`src/rtl/hyperbus_burst_ctrl.sv`:
```
// rtl/hyperbus_burst_ctrl.sv - HyperBus burst transaction controller (CA phase, latency, DDR write/read bursts, recovery)
//
// Ports:
//   clk, rst                      clock; synchronous active-high reset
//   cmd_valid/cmd_ready           request handshake (ready only while idle)
//   cmd_we, cmd_reg, cmd_adr,     direction, address space, word address,
//   cmd_len                       burst length in 2*WIDTH words (1..MAX_BURST)
//   wdata, wmask, wdata_valid,    write word stream; wdata_ready high for the whole
//   wdata_ready                   WRITE phase
//   rdata, rdata_valid            read words, one-cycle qualifier per word
//   done, error                   one-cycle completion / abort pulses
//   hb_csn, hb_clk_en             chip select and HyperBus clock gate
//   hb_dq_o/oe, hb_rwds_o/oe      DDR output word, RWDS mask pair and their enables
//   hb_dq_i, hb_rwds_i            DDR input word and sampled RWDS pair
`timescale 1ns/1ps
module hyperbus_burst_ctrl #(
    parameter int WIDTH      = 8,
    parameter int TACC_COUNT = 7,
    parameter int MAX_BURST  = 16,
    parameter int TRWR       = 3,
    parameter int TIMEOUT    = 64,
    localparam int LW        = $clog2(MAX_BURST + 1),
    localparam int TW        = $clog2(TIMEOUT + 1)
) (
    input  logic                 clk,
    input  logic                 rst,
    input  logic                 cmd_valid,
    output logic                 cmd_ready,
    input  logic                 cmd_we,
    input  logic                 cmd_reg,
    input  logic [31:0]          cmd_adr,
    input  logic [LW-1:0]        cmd_len,
    input  logic [2*WIDTH-1:0]   wdata,
    input  logic [1:0]           wmask,
    input  logic                 wdata_valid,
    output logic                 wdata_ready,
    output logic [2*WIDTH-1:0]   rdata,
    output logic                 rdata_valid,
    output logic                 done,
    output logic                 error,
    output logic                 hb_csn,
    output logic                 hb_clk_en,
    output logic [2*WIDTH-1:0]   hb_dq_o,
    output logic                 hb_dq_oe,
    output logic [1:0]           hb_rwds_o,
    output logic                 hb_rwds_oe,
    input  logic [2*WIDTH-1:0]   hb_dq_i,
    input  logic [1:0]           hb_rwds_i
);

    localparam int DW   = 2 * WIDTH;
    localparam int LATW = $clog2(2 * TACC_COUNT + 1);
    // Recovery counter holds TRWR-1 down to 0.
    localparam int RCW  = (TRWR > 1) ? $clog2(TRWR) : 1;

    typedef enum logic [5:0] {
        S_IDLE    = 6'b000001,
        S_CMD     = 6'b000010,
        S_LATENCY = 6'b000100,
        S_WRITE   = 6'b001000,
        S_READ    = 6'b010000,
        S_RECOVER = 6'b100000
    } state_t;

    state_t          state_q, state_d;
    logic [47:0]     ca_q, ca_d;
    logic            we_q, we_d;
    logic            reg_q, reg_d;
    logic [1:0]      cmd_cnt_q, cmd_cnt_d;
    logic [LATW-1:0] lat_cnt_q, lat_cnt_d;
    logic [LW-1:0]   rem_q, rem_d;
    logic [TW-1:0]   to_q, to_d;
    logic [RCW-1:0]  rec_cnt_q, rec_cnt_d;
    logic [DW-1:0]   rdata_q, rdata_d;
    logic            rdata_valid_q, rdata_valid_d;
    logic            done_q, done_d;
    logic            error_q, error_d;
    logic [15:0]     ca_word;

    assign rdata       = rdata_q;
    assign rdata_valid = rdata_valid_q;
    assign done        = done_q;
    assign error       = error_q;

    always_comb begin
        state_d       = state_q;
        ca_d          = ca_q;
        we_d          = we_q;
        reg_d         = reg_q;
        cmd_cnt_d     = cmd_cnt_q;
        lat_cnt_d     = lat_cnt_q;
        rem_d         = rem_q;
        to_d          = to_q;
        rec_cnt_d     = rec_cnt_q;
        rdata_d       = rdata_q;
        rdata_valid_d = 1'b0;
        done_d        = 1'b0;
        error_d       = 1'b0;
        ca_word       = 16'h0000;
        cmd_ready     = 1'b0;
        wdata_ready   = 1'b0;
        hb_csn        = 1'b1;
        hb_clk_en     = 1'b0;
        hb_dq_o       = '0;
        hb_dq_oe      = 1'b0;
        hb_rwds_o     = 2'b00;
        hb_rwds_oe    = 1'b0;

        case (state_q)
            S_IDLE: begin
                cmd_ready = 1'b1;
                if (cmd_valid) begin
                    if ((cmd_len == '0) || (cmd_len > LW'(MAX_BURST))) begin
                        error_d = 1'b1;
                    end else begin
                        ca_d      = {~cmd_we, cmd_reg, 1'b1, cmd_adr[31:3], 13'b0, cmd_adr[2:0]};
                        we_d      = cmd_we;
                        reg_d     = cmd_reg;
                        // Register writes carry exactly one data word.
                        rem_d     = (cmd_we && cmd_reg) ? LW'(1) : cmd_len;
                        cmd_cnt_d = 2'd0;
                        state_d   = S_CMD;
                    end
                end
            end
            S_CMD: begin
                hb_csn    = 1'b0;
                hb_clk_en = 1'b1;
                hb_dq_oe  = 1'b1;
                case (cmd_cnt_q)
                    2'd0:    ca_word = ca_q[47:32];
                    2'd1:    ca_word = ca_q[31:16];
                    default: ca_word = ca_q[15:0];
                endcase
                hb_dq_o   = DW'(ca_word);
                cmd_cnt_d = cmd_cnt_q + 2'd1;
                if (cmd_cnt_q == 2'd2) begin
                    // Device signals doubled latency on RWDS during the CA phase.
                    lat_cnt_d = hb_rwds_i[0] ? LATW'(2 * TACC_COUNT) : LATW'(TACC_COUNT);
                    to_d      = TW'(TIMEOUT);
                    state_d   = (we_q && reg_q) ? S_WRITE : S_LATENCY;
                end
            end
            S_LATENCY: begin
                hb_csn    = 1'b0;
                hb_clk_en = 1'b1;
                lat_cnt_d = lat_cnt_q - LATW'(1);
                if (lat_cnt_q <= LATW'(1)) begin
                    state_d = we_q ? S_WRITE : S_READ;
                end
            end
            S_WRITE: begin
                hb_csn      = 1'b0;
                hb_clk_en   = 1'b1;
                hb_dq_oe    = 1'b1;
                hb_rwds_oe  = 1'b1;
                wdata_ready = 1'b1;
                if (wdata_valid) begin
                    hb_dq_o   = wdata;
                    hb_rwds_o = reg_q ? 2'b00 : ~wmask;
                    rem_d     = rem_q - LW'(1);
                    if (rem_q == LW'(1)) begin
                        done_d    = 1'b1;
                        rec_cnt_d = RCW'(TRWR - 1);
                        state_d   = S_RECOVER;
                    end
                end else begin
                    // No data available: emit a fully masked filler beat.
                    hb_rwds_o = 2'b11;
                end
            end
            S_READ: begin
                hb_csn    = 1'b0;
                hb_clk_en = 1'b1;
                if (hb_rwds_i != 2'b00) begin
                    rdata_d       = hb_dq_i;
                    rdata_valid_d = 1'b1;
                    rem_d         = rem_q - LW'(1);
                    to_d          = TW'(TIMEOUT);
                    if (rem_q == LW'(1)) begin
                        done_d    = 1'b1;
                        rec_cnt_d = RCW'(TRWR - 1);
                        state_d   = S_RECOVER;
                    end
                end else if (to_q <= TW'(1)) begin
                    error_d   = 1'b1;
                    rec_cnt_d = RCW'(TRWR - 1);
                    state_d   = S_RECOVER;
                end else begin
                    to_d = to_q - TW'(1);
                end
            end
            S_RECOVER: begin
                rec_cnt_d = rec_cnt_q - RCW'(1);
                if (rec_cnt_q == '0) begin
                    state_d = S_IDLE;
                end
            end
            default: state_d = S_IDLE;
        endcase
    end

    always_ff @(posedge clk) begin
        if (rst) begin
            state_q       <= S_IDLE;
            ca_q          <= '0;
            we_q          <= 1'b0;
            reg_q         <= 1'b0;
            cmd_cnt_q     <= '0;
            lat_cnt_q     <= '0;
            rem_q         <= '0;
            to_q          <= '0;
            rec_cnt_q     <= '0;
            rdata_q       <= '0;
            rdata_valid_q <= 1'b0;
            done_q        <= 1'b0;
            error_q       <= 1'b0;
        end else begin
            state_q       <= state_d;
            ca_q          <= ca_d;
            we_q          <= we_d;
            reg_q         <= reg_d;
            cmd_cnt_q     <= cmd_cnt_d;
            lat_cnt_q     <= lat_cnt_d;
            rem_q         <= rem_d;
            to_q          <= to_d;
            rec_cnt_q     <= rec_cnt_d;
            rdata_q       <= rdata_d;
            rdata_valid_q <= rdata_valid_d;
            done_q        <= done_d;
            error_q       <= error_d;
        end
    end

endmodule

```
`config.mk`:
```
export PLATFORM = sky130hd
export DESIGN_NAME = hyperbus_burst_ctrl
export DESIGN_NICKNAME = d
export VERILOG_FILES = /design/src/rtl/hyperbus_burst_ctrl.sv
export SDC_FILE = /design/constraint.sdc
export NUM_CORES = 1
export LEC_CHECK = 0
export ABC_AREA = 0
export CAP_MARGIN = 10
export CORE_ASPECT_RATIO = 1.4
export CORE_UTILIZATION = 40
export DETAILED_ROUTE_END_ITERATION = 8
export PLACE_DENSITY_LB_ADDON = 0.12
export SYNTH_ARGS = -nofsm -noshare
export SYNTH_HDL_FRONTEND = slang
export SYNTH_SLANG_ARGS = --single-unit
export TNS_END_PERCENT = 1
```
`constraint.sdc`:
```
create_clock -name clk -period 2.7 [get_ports clk]
set_input_delay 0.405 -clock clk [delete_from_list [all_inputs] [get_ports clk]]
set_output_delay 0.405 -clock clk [all_outputs]
set_load 0.02 [all_outputs]
```
Yosys cells after proc, flatten, opt, wreduce, memory -nomap -nowiden
Cells that the tools add are included.
- flip-flop bits (word level): 82
- input port bits: 79
- output and inout bits: 43
- word-level logic and storage cells: 120
- add/sub/neg operators: 5
- magnitude comparators: 3
- equality and inequality tests: 18
- muxes and demuxes: 54
- bitwise operators: 4
- reduce and logical (&&, ||, !) cells: 23
- operators with widths (operator ; count):
    $pmux W16 S2 ; 2
    $mux W6 ; 9
    $pmux W6 S6 ; 1
    $mux W5 ; 6
    $mux W7 ; 3
    $mux W2 ; 9
    $mux W16 ; 1
    $pmux W5 S3 ; 1
    $ne A2 B2 Y1 const B ; 7
    $pmux W7 S2 ; 1
    $mux W1 ; 13
    $mux W4 ; 3
    $reduce_and A3 Y1 ; 4
    $pmux W4 S2 ; 1
    $reduce_bool A2 Y1 ; 4
    $le A7 B1 Y1 const B ; 1
    $reduce_and A7 Y1 ; 1
    $sub A7 B1 Y7 const B ; 1
    $eq A6 B1 Y1 const B ; 1
    $eq A6 B2 Y1 const B ; 1
    $eq A6 B3 Y1 const B ; 1
    $eq A6 B4 Y1 const B ; 1
    $eq A6 B5 Y1 const B ; 1
    $eq A6 B6 Y1 const B ; 1
    24 further kinds ; 33

Depth between registers and ports, before layout
- depth after elaboration: 5
- mapped depth: 10
- gate-level depth less buffers: 7

Worst setup path before layout
OpenSTA, ideal clock, no wires.
- kind: reg2out
- from: register state_q[5]
- to: output port hb_dq_o[11]
- arrival time: 2.129 ns
- data required time: 2.295 ns
- setup slack: 0.166 ns
- cell stages (with the launch flop): 10
- buffers on the path: 3
- path through: dfxtp_1 > or4_4 > or2_1 > buf_6 > inv_1 > and2_1 > buf_6 > buf_6 > nand2_1 > o21ai_0
- word-level cells in the longest chain between the ends: 2
- elaborated cells between the ends (all ways): 3
- those cells by class: eq/ne (2); mux (1)
- RTL lines (item ; RTL line ; text):
    start, declared ; 65 ; state_t state_q, state_d;
    start signal, assigned ; 219 ; state_q <= state_d;
    $eq A6 B4 Y1 / $eq A6 B2 Y1 (equally long branches) ; 109 ; case (state_q)
    $pmux W16 S2 (*) ; 109 ;
    end, declared ; 43 ; output logic [2*WIDTH-1:0] hb_dq_o,
Mark *: on every way between the ends. The rest lies on a longest branch, timed or not.

Final worst setup path
- from: register state_q[5]
- to: output port hb_dq_o[5]
The elaborated chain is that of the path after synthesis.

==> impl_metrics.toml <==
[worst_setup_path]
crit_chain = "or4_4 > or2_1 > inv_1 > and2_1 > buf_12 > nand2_1 > o21ai_0 > clkdlybuf4s15_1"
required_ns = 2.30
worst-path-stages = 8
slowest_stage = "or4_4"
path_buf_inv = 3
cp-start-kind = "register"
cp_max_fo = 16
criticalPathCategory = "reg2out"
cp_top_family = "simple AND/OR/NAND/NOR gates"
critical_path.max_stage_delay_ns = 0.54
crit_arrival_ns = 2.28
rr_worst_depth = 7
end_kind = "output pin"

[cells_and_area]
syn2layout_area_growth_pct = 42.1
num_antenna_cells = 0
post-route-util_pct = 59.2
drive_gt1_share_pct = 8.33
fin_area_um2 = 5700
finalNetCount = 732
final.fill_count = 885

[min_path]
hold_path.class = "reg2reg"
hold_path_depth = 2

[pwr]
p_comb_share_pct = 13.5
power_density_nw_per_um2 = 516
p_sw_share_pct = 23.9
pwr-share-clk_pct = 43.2
ir_drop_mv = 0.346
internal_power_mw = 2.24
power_leakage_nw = 2.05
p_switching_mw = 0.704
seqPwrFrac_pct = 43.3

[global_route]
overflow = 0
met1_usage_pct = 25.9
first_global_vias = 3787
use_met3_pct = 5.19
grt_usage_pct = 21.8
antenna_found_initial = 0
grt_util_met2_pct = 36.8
grt_max_degree = 71
grt_busiest_layer = "met2"
grt_pass1_wl_um = 17700

[timing]
fin_crit_ns = 2.69
setup_viol = 0
fmax_ghz = 0.372
finalHoldViolCount = 0
fin_skew_ns = 0.00709
drv_slew = 0
fin_crit_sh_pct = 99.5
worst_pin_slew_ns = 1.04
slew_headroom_pct = 30.6
rsz0062_at_grt = "yes"

[yosys]
synth_nets = 615
ys_warn_count = 0
synth_ff_type = "dfxtp_1"
ys_seq_area_share_pct = 40.5
synth_common_cells = "nand2_1 (129), dfxtp_1 (81), a21oi_1 (73)"
yosysMostFrequentCell = "nand2_1"
synth_top_cells_by_area = "dfxtp_1 (40%), nand2_1 (12%), a21oi_1 (9.1%), ha_1 (3.1%), o21ai_0 (3.1%)"
synth.distinct_cells = 61
avgSynthCellArea_um2 = 7.62
ys_ff_latch = 81
synth_top_area_cell = "dfxtp_1"
synthCells = 526
synth_edf_count = 0
syn_area_um2 = 4010
yosysTopAreaCellShare_pct = 40.5
async_flop_share_pct = 0

[detailed_routing]
post_drt_wl_per_cell_um = 14.2
dr.first_iter.drc_count = 197
drtAntennaViolNets = 0
routed_wl_um = 11100
num_vias = 4101
vias_per_cell = 5.26
remaining_drc_errors = 0
drtPass1Iterations = 4

[placement]
gp_congestion = 0.879
post_dp_cell_area_um2 = 5380
io_buffers = 121
hpwl_um = 7880

[clock_network]
clock_path_buffers = 2
cts_tree = "built"
cts_setup_buffers = 0
cts.sinks = 81
h-tree-depth = 3
cts_made_buffers = 9
clk_latency_ns = 0.33
clk_pin_slew_worst_paths_ns = 0.06
root_buffer = "clkbuf_16"
cts_hold_buf = 0

[status]
status = "complete, no violations"

[floorplan]
boundaryPins = 122
core_area_um2 = 9620
num_rows = 42
dieArea_um2 = 10400
start_util_pct = 41.7
chipWidth_um = 86.6
die_h_um = 120

[run]
drv_cap = 0
==> layout make-up <==
| class | count | area, um^2 | share of cell area (%) |
|---|---|---|---|
| well taps | 132 | 165 | 2.90 |
| repair buffers | 140 | 1370 | 24.0 |
| flip-flops and latches | 81 | 1620 | 28.5 |
| clock buffers | 12 | 267 | 4.68 |
| multi-input cells | 390 | 2150 | 37.7 |
| clock inverters | 4 | 50.0 | 0.879 |
| inverters | 21 | 78.8 | 1.38 |
==> final timing paths <==
| path | start | end | slack [ns] |
|---|---|---|---|
| worst max register to register | lat_cnt_q[0]$_SDFFE_PP0P_ | state_q[3]$_SDFFE_PP0P_ | 0.30 |
| worst min-delay path | ca_q[31]$_SDFFE_PP0P_ | ca_q[31]$_SDFFE_PP0P_ | 0.45 |
| worst max-delay path | state_q[5]$_SDFFE_PP0P_ | hb_dq_o[5] | 0.01 |
| worst min register to register | ca_q[31]$_SDFFE_PP0P_ | ca_q[31]$_SDFFE_PP0P_ | 0.45 |
==> flip-flops by register name, summed over array words and instances, names as in the netlist <==
name	flops
rdata_valid	1
done	1
error	1
lat_cnt_q	4
rem_q	5
rdata	16
ca_q	35
state_q	6
we_q	1
to_q	7
cmd_cnt_q	2
rec_cnt_q	2
==> kinds of logic (layout without fill, tap and decap cells) <==
family | Yosys count | count (layout) | synth area share [%]
buffers and inverters | 55 | 177 | 6.15
AO/OA/AOI/OAI | 154 | 154 | 23.6
adder cells (fa/ha/maj) | 10 | 10 | 3.12
flip-flops | 81 | 81 | 40.5
multiplexers | 2 | 2 | 0.500
AND/OR/NAND/NOR | 220 | 220 | 25.3
XOR/XNOR | 4 | 4 | 0.874
==> metrics by stage <==
step / setup slack, ns / setup TNS (ns) / std cells / power, mW / hold slack [ns]
after floorplan: 0.166 / 0 / 526 / 1.49 / 0.436
after global placement: 0.0976 / 0 / 764 / 1.69 / 0.442
after detailed placement: 0.0577 / 0 / 764 / 1.69 / 0.448
after CTS: -0.00550 / -0.0151 / 780 / 2.96 / 0.455
after global routing: -0.108 / -1.21 / 780 / 3.05 / 0.476
final: 0.0135 / 0 / 780 / 2.94 / 0.453
==> routing by layer <==
metal  wire length [um]  part of all wire (%)
met2               5610                    50
met5                  0                     0
met4                266                   2.4
met1               4630                    42
met3                609                   5.5
==> cells in the final DEF, fill, tap and decap left out, types with 3 or more instances in the layout <==
cell and count:
a211oi_1 6, a21oi_1 73, a22o_1 3, a22oi_1 13
and3_1 4, buf_4 17, clkbuf_16 9, clkbuf_8 3
clkdlybuf4s15_1 14, clkdlybuf4s50_1 99, dfxtp_1 81, dlygate4sd2_1 3
ha_1 10, inv_1 20, nand2_1 129, nand2b_1 6
nand3_1 12, nor2_1 27, nor3_1 11, nor4_1 3
o21a_1 3, o21ai_0 25, o311ai_0 6, o31ai_1 3
or3_1 4, xnor2_1 3
==> power groups by stage <==
stage | sequential (mW) | clock [mW] | combinational (mW)
6_report | 1.27 | 1.27 | 0.397
5_1_grt | 1.28 | 1.34 | 0.436
4_1_cts | 1.27 | 1.29 | 0.397
3_5_place_dp | 1.30 | 0 | 0.395
3_3_place_gp | 1.30 | 0 | 0.390
2_1_floorplan | 1.29 | 0 | 0.205
==> worst register-to-register path: stages, from the launching register on <==
cell and delay, ns:
dfxtp_1 0.34, inv_1 0.07, ha_1 0.18, nor2_1 0.06, o311ai_0 0.63, o2111ai_1 0.31, or2_1 0.35, o41ai_1 0.34
==> repair_timing <==
action,CTS,global route
gates cloned,0,0
pin swaps,0,0
gates resized for setup,36,6
setup endpoints to repair,20,19
Note: power is estimated with default switching activity, not from simulation.
==> patch 1 (config.mk and constraints unchanged) <==
Put one more register stage on the output `error`. The value now appears one clock later. The other outputs are not delayed to match. Comments in the files are not updated.
--- a/src/rtl/hyperbus_burst_ctrl.sv
+++ b/src/rtl/hyperbus_burst_ctrl.sv
@@ -80,7 +80,9 @@
     assign rdata       = rdata_q;
     assign rdata_valid = rdata_valid_q;
     assign done        = done_q;
-    assign error       = error_q;
+    always_ff @(posedge clk) begin
+        error <= error_q;
+    end
 
     always_comb begin
         state_d       = state_q;
Check against the original RTL: not equivalent (Yosys sat finds a counterexample within 4 cycles, from zero or initial values and one cycle with rst high).
==> patch 1 against the original RTL <==
- design area rose by 3.3%
- die area rose by 4.1%
- setup slack improved by 0.040 ns
- area after synthesis rose by 4.2%
- global-route usage rose by 0.22 points
- wire length rose by 2.5%
- count of clock-buffer cells in the layout fell by 3
- clock skew barely moved
- core utilization fell by 0.41 points
- total power rose by 8.6%
- sequential cell count rose by 1
==> patch 1: results (changes against the original RTL) <==
Placed design
  – DPL Wire Length: 8.30 mm (was 7.88 mm)
  – Setup slack at placement: 0.0990 ns (was 0.0577 ns)
  – Routability cong.: 0.842 (was 0.879)
  – Post-Place Cell Area: 5550 µm² (was 5380 µm²)

Synthesis
  – Unique masters post-synth: 62 (was 61)
  – Commonest cells in the netlist: nand2_1 (125), dfxtp_1 (82), a21oi_1 (73), nor2_1 (21), clkbuf_1 (18) (was nand2_1 (129), dfxtp_1 (81), a21oi_1 (73), nor2_1 (27), o21ai_0 (25))
  – Compound-Gate Fraction of Synth Area: 0.243 (was 0.236)
  – Multiplexer share of the synthesized area: 0.00719 (was 0.00500)
  – Cells taking the most area after synthesis: dfxtp_1 (39%), nand2_1 (11%), a21oi_1 (8.8%), ha_1 (3.0%), a22oi_1 (2.7%) (was dfxtp_1 (40%), nand2_1 (12%), a21oi_1 (9.1%), ha_1 (3.1%), o21ai_0 (3.1%))
  – Syn_nets: 617 (was 615)
  – Synth Area in Adders: 0.0300 (was 0.0312)
  – Register area share after synthesis: 0.393 (was 0.405)

Drt
  – Via Count: 4,124 (was 4,101)
  – Met3 wire length: 566 µm (was 609 µm)
  – Top Layer Used: met4 (unchanged)
  – Met2 WL: 5.97 mm (was 5.61 mm)
  – Drt first-iter violations: 157 (was 197)
  – Routed WL: 11.4 mm (was 11.1 mm)
  – Detailed Routing Iterations Pass 1: 4 (unchanged)

Worst setup path
  – Crit-path max FO: 17 (was 16)
  – Crit path to: hb_dq_o[8] (was hb_dq_o[5])
  – R2r setup slk: 0.42 ns (was 0.30 ns)
  – CP Data Arrival Time: 2.24 ns (was 2.28 ns)

Global routing
  – Gr usage total: 0.220 (was 0.218)
  – Largest net degree at the start of global routing: 77 (was 71)
  – Met1 Use GR: 0.247 (was 0.259)
  – Vias in the first global route: 4,034 (was 3,787)
  – GR met3 Demand/Resource: 0.0477 (was 0.0519)
  – GR Util met2: 0.393 (was 0.368)
  – First-pass GRT wire length: 18.5 mm (was 17.7 mm)

Power
  – Peak supply drop: 337 µV (was 346 µV)

STA
  – Worst hold slack: 0.326 ns (was 0.453 ns)
  – Setup Skew: 0.00675 ns (was 0.00709 ns)
  – Worst setup margin: 0.0536 ns (was 0.0135 ns)
  – Worst-Margin Slew: 0.829 ns (was 1.04 ns)

Hold path
  – HP Start: error_q$_SDFF_PP0_ (was ca_q[31]$_SDFFE_PP0P_)
  – Worst Hold End: error$_DFF_P_ (was ca_q[31]$_SDFFE_PP0P_)
  – Worst hold path stage count: 0 (was 2)

Finish
  – Nets: 734 (was 732)
  – Layout cells sized above 1: 0.126 (was 0.0833)

Outcome
  – Status: finished, final reports clean (unchanged)
==> patch 1: cell types whose count changed in the layout (fill, tap and decap cells not counted), sizes merged, moves of 3 or more <==
cell,change
nor3b,+3
nor2,-5
bufinv,+3
o21ai,-3
nand2,+6
and2,+3
nor3,+3
o31ai,+6
inv,-4
clkdlybuf4s15,-5
o211a,+3
==> patch 1: area by class of cell <==
class                           instances  share of cell area
Inverter                               17              0.0108
Clock inverter                          7              0.0240
Tap cell                              135              0.0287
Timing Repair Buffer                  142               0.233
Multi-Input combinational cell        393               0.386
Clock buffer                            9              0.0383
Sequential cell                        82               0.279
==> patch 1: per-stage QoR <==
step,cells,utilization,power [µW]
detailed placement,769,0.554,1720
global placement,769,0.554,1720
global route,785,0.588,3310
CTS,785,0.589,3220
floorplan,528,-,1520
finish,785,0.588,3190
==> patch 1: report_power, final <==
group,internal [µW],switching [µW],total (µW)
sequential,1260,30.7,1290
combinational,205,202,408
clock,997,501,1500
total,2460,734,3190
==> patch 2 (same flow settings) <==
Without the edit above. The parameter `WIDTH` goes from 8 to 10.
--- a/src/rtl/hyperbus_burst_ctrl.sv
+++ b/src/rtl/hyperbus_burst_ctrl.sv
@@ -14,7 +14,7 @@
 //   hb_dq_i, hb_rwds_i            DDR input word and sampled RWDS pair
 `timescale 1ns/1ps
 module hyperbus_burst_ctrl #(
-    parameter int WIDTH      = 8,
+    parameter int WIDTH      = 10,
     parameter int TACC_COUNT = 7,
     parameter int MAX_BURST  = 16,
     parameter int TRWR       = 3,
Interface: changed (resized hb_dq_i, hb_dq_o, rdata and wdata); port bits go from 122 to 138. No check against the original RTL was run, so the function may have changed too.
==> patch 2 against the original RTL <==
- the run now ends with negative setup slack left
- register-to-register slack better by 0.16 ns
- total power is 8.9% higher
- final cell count is 8.1% higher
- clock power is 13% higher
- area after synthesis is 5.5% higher
- clock skew is 0.0032 ns lower
- core utilization is 0.30 points lower
- wire length is 9.3% higher
- sequential cell count is 4 higher
- count of clock-buffer cells in the layout is 1 lower
- setup slack worse by 0.053 ns
- design area is 7.1% higher
- maximum frequency is 1.9% lower
- largest cell class unchanged
==> patch 2: results (changes against the original RTL) <==
Worst setup path
  – R2R Path Start: lat_cnt_q[0]$_SDFFE_PP0P_ (unchanged)
  – Reg-to-Reg End: state_q[4]$_SDFFE_PP0P_ (was state_q[3]$_SDFFE_PP0P_)
  – Crit-path max FO: 16 (unchanged)
  – Crit path to: hb_dq_o[0] (was hb_dq_o[5])
  – CP Data Arrival Time: 2.33 ns (was 2.28 ns)
  – R2r setup slk: 0.46 ns (was 0.30 ns)

Synthesis
  – Commonest cells in the netlist: nand2_1 (146), dfxtp_1 (85), a21oi_1 (77), clkbuf_1 (27), nor2_1 (25) (was nand2_1 (129), dfxtp_1 (81), a21oi_1 (73), nor2_1 (27), o21ai_0 (25))
  – Syn_area_per_cell: 7.49 µm² (was 7.62 µm²)
  – Unique masters post-synth: 64 (was 61)
  – Syn_nets: 661 (was 615)
  – Cells taking the most area after synthesis: dfxtp_1 (40%), nand2_1 (13%), a21oi_1 (9.1%), ha_1 (3.0%), o21ai_0 (2.8%) (was dfxtp_1 (40%), nand2_1 (12%), a21oi_1 (9.1%), ha_1 (3.1%), o21ai_0 (3.1%))
  – Register area share after synthesis: 0.403 (was 0.405)

Global routing
  – First-pass GRT wire length: 19.4 mm (was 17.7 mm)
  – Vias in the first global route: 4,120 (was 3,787)
  – Gr usage total: 0.227 (was 0.218)
  – Largest net degree at the start of global routing: 39 (was 71)

Finish
  – Largest register FFs: 35 (unchanged)
  – Nets: 797 (was 732)
  – Post-route insts no fill: 843 (was 780)
  – Top reg by flops: ca_q (unchanged)
  – Register area: 1700 µm² (was 1620 µm²)
  – Layout cells sized above 1: 0.0922 (was 0.0833)
  – Filler Cell Count: 983 (was 885)

Placed design
  – DPL Wire Length: 8.72 mm (was 7.88 mm)
  – Dpl cells: 827 (was 764)
  – I/O Buffers: 137 (was 121)
  – Post-Place Cell Area: 5790 µm² (was 5380 µm²)
  – Routability cong.: 0.866 (was 0.879)

Hold path
  – HP Start: rdata[16]$_SDFFE_PP0P_ (was ca_q[31]$_SDFFE_PP0P_)
  – Worst hold path stage count: 2 (unchanged)
  – Worst Hold End: rdata[16]$_SDFFE_PP0P_ (was ca_q[31]$_SDFFE_PP0P_)
  – Hold Crit Class: reg2reg (unchanged)

Drt
  – Met3 wire length: 666 µm (was 609 µm)
  – Detailed Routing Iterations Pass 1: 4 (unchanged)
  – Drt first-iter violations: 225 (was 197)
  – Met2 WL: 6.13 mm (was 5.61 mm)
  – Metal-1 WL: 5.09 mm (was 4.63 mm)
  – Via Count: 4,418 (was 4,101)
  – Routed WL: 12.2 mm (was 11.1 mm)

STA
  – Final setup fails: 7 (was 0)
  – Setup Skew: 0.00389 ns (was 0.00709 ns)
  – Slew headroom: 0.476 (was 0.306)
  – Total negative slack: -0.230 ns (was 0 ns)
  – Worst setup margin: -0.0397 ns (was 0.0135 ns)

Power
  – Peak supply drop: 364 µV (was 346 µV)
  – P_leak: 0.00226 µW (was 0.00205 µW)

Outcome
  – Status: finished with violations (was finished, final reports clean)
  – Violated checks: negative setup slack

Clock network
  – Worst skew pair latency: about 0.34 ns
  – Cts repair resizes: 48 (was 36)
==> patch 2: cells by family (layout without fill, tap and decap cells) <==
group	count (synthesis)	after routing	share of synthesized area
AND/OR/NAND/NOR	249	249	0.266
adder cells (fa/ha/maj)	10	10	0.0296
buffers and inverters	56	197	0.0613
multiplexers	2	2	0.00474
flip-flops	85	85	0.403
XOR/XNOR	2	2	0.00415
AO/OA/AOI/OAI	160	160	0.232
==> patch 2: cell type report <==
| type | instances | area share |
|---|---|---|
| Clock buffer | 11 | 0.0398 |
| Clock inverter | 5 | 0.0174 |
| Inverter | 17 | 0.0113 |
| Multi-Input combinational cell | 423 | 0.373 |
| Sequential cell | 85 | 0.279 |
| Tap cell | 138 | 0.0283 |
| Timing Repair Buffer | 164 | 0.251 |
==> patch 2: worst max-delay path, cell delays in order, from the launching register on <==
cell and delay [ns]:
dfxtp_1 0.31, or4_4 0.54, or3_4 0.37, inv_6 0.06
and2_4 0.25, nand2_1 0.07, o21ai_0 0.07, clkdlybuf4s15_1 0.33
==> patch 2: through the flow <==
| step | hold WS, ns | setup slack, ns |
|---|---|---|
| global route | 0.472 | -0.131 |
| finish | 0.453 | -0.0397 |
| global placement | 0.441 | -0.0361 |
| detailed placement | 0.446 | -0.0720 |
| floorplan | 0.436 | 0.181 |
| CTS | 0.455 | -0.0932 |
==> patch 2: power by group <==
| part | internal (µW) | switching, µW |
|---|---|---|
| logic | 225 | 209 |
| clock network | 933 | 508 |
| registers | 1300 | 28.3 |
| total | 2460 | 745 |
==> patch 2: layer usage <==
metal  vias to the layer above  track usage
met5                         -            0
met1                      2037        0.268
met3                        21       0.0437
met2                       130        0.392
met4                         0        0.103
li1                       2230            -
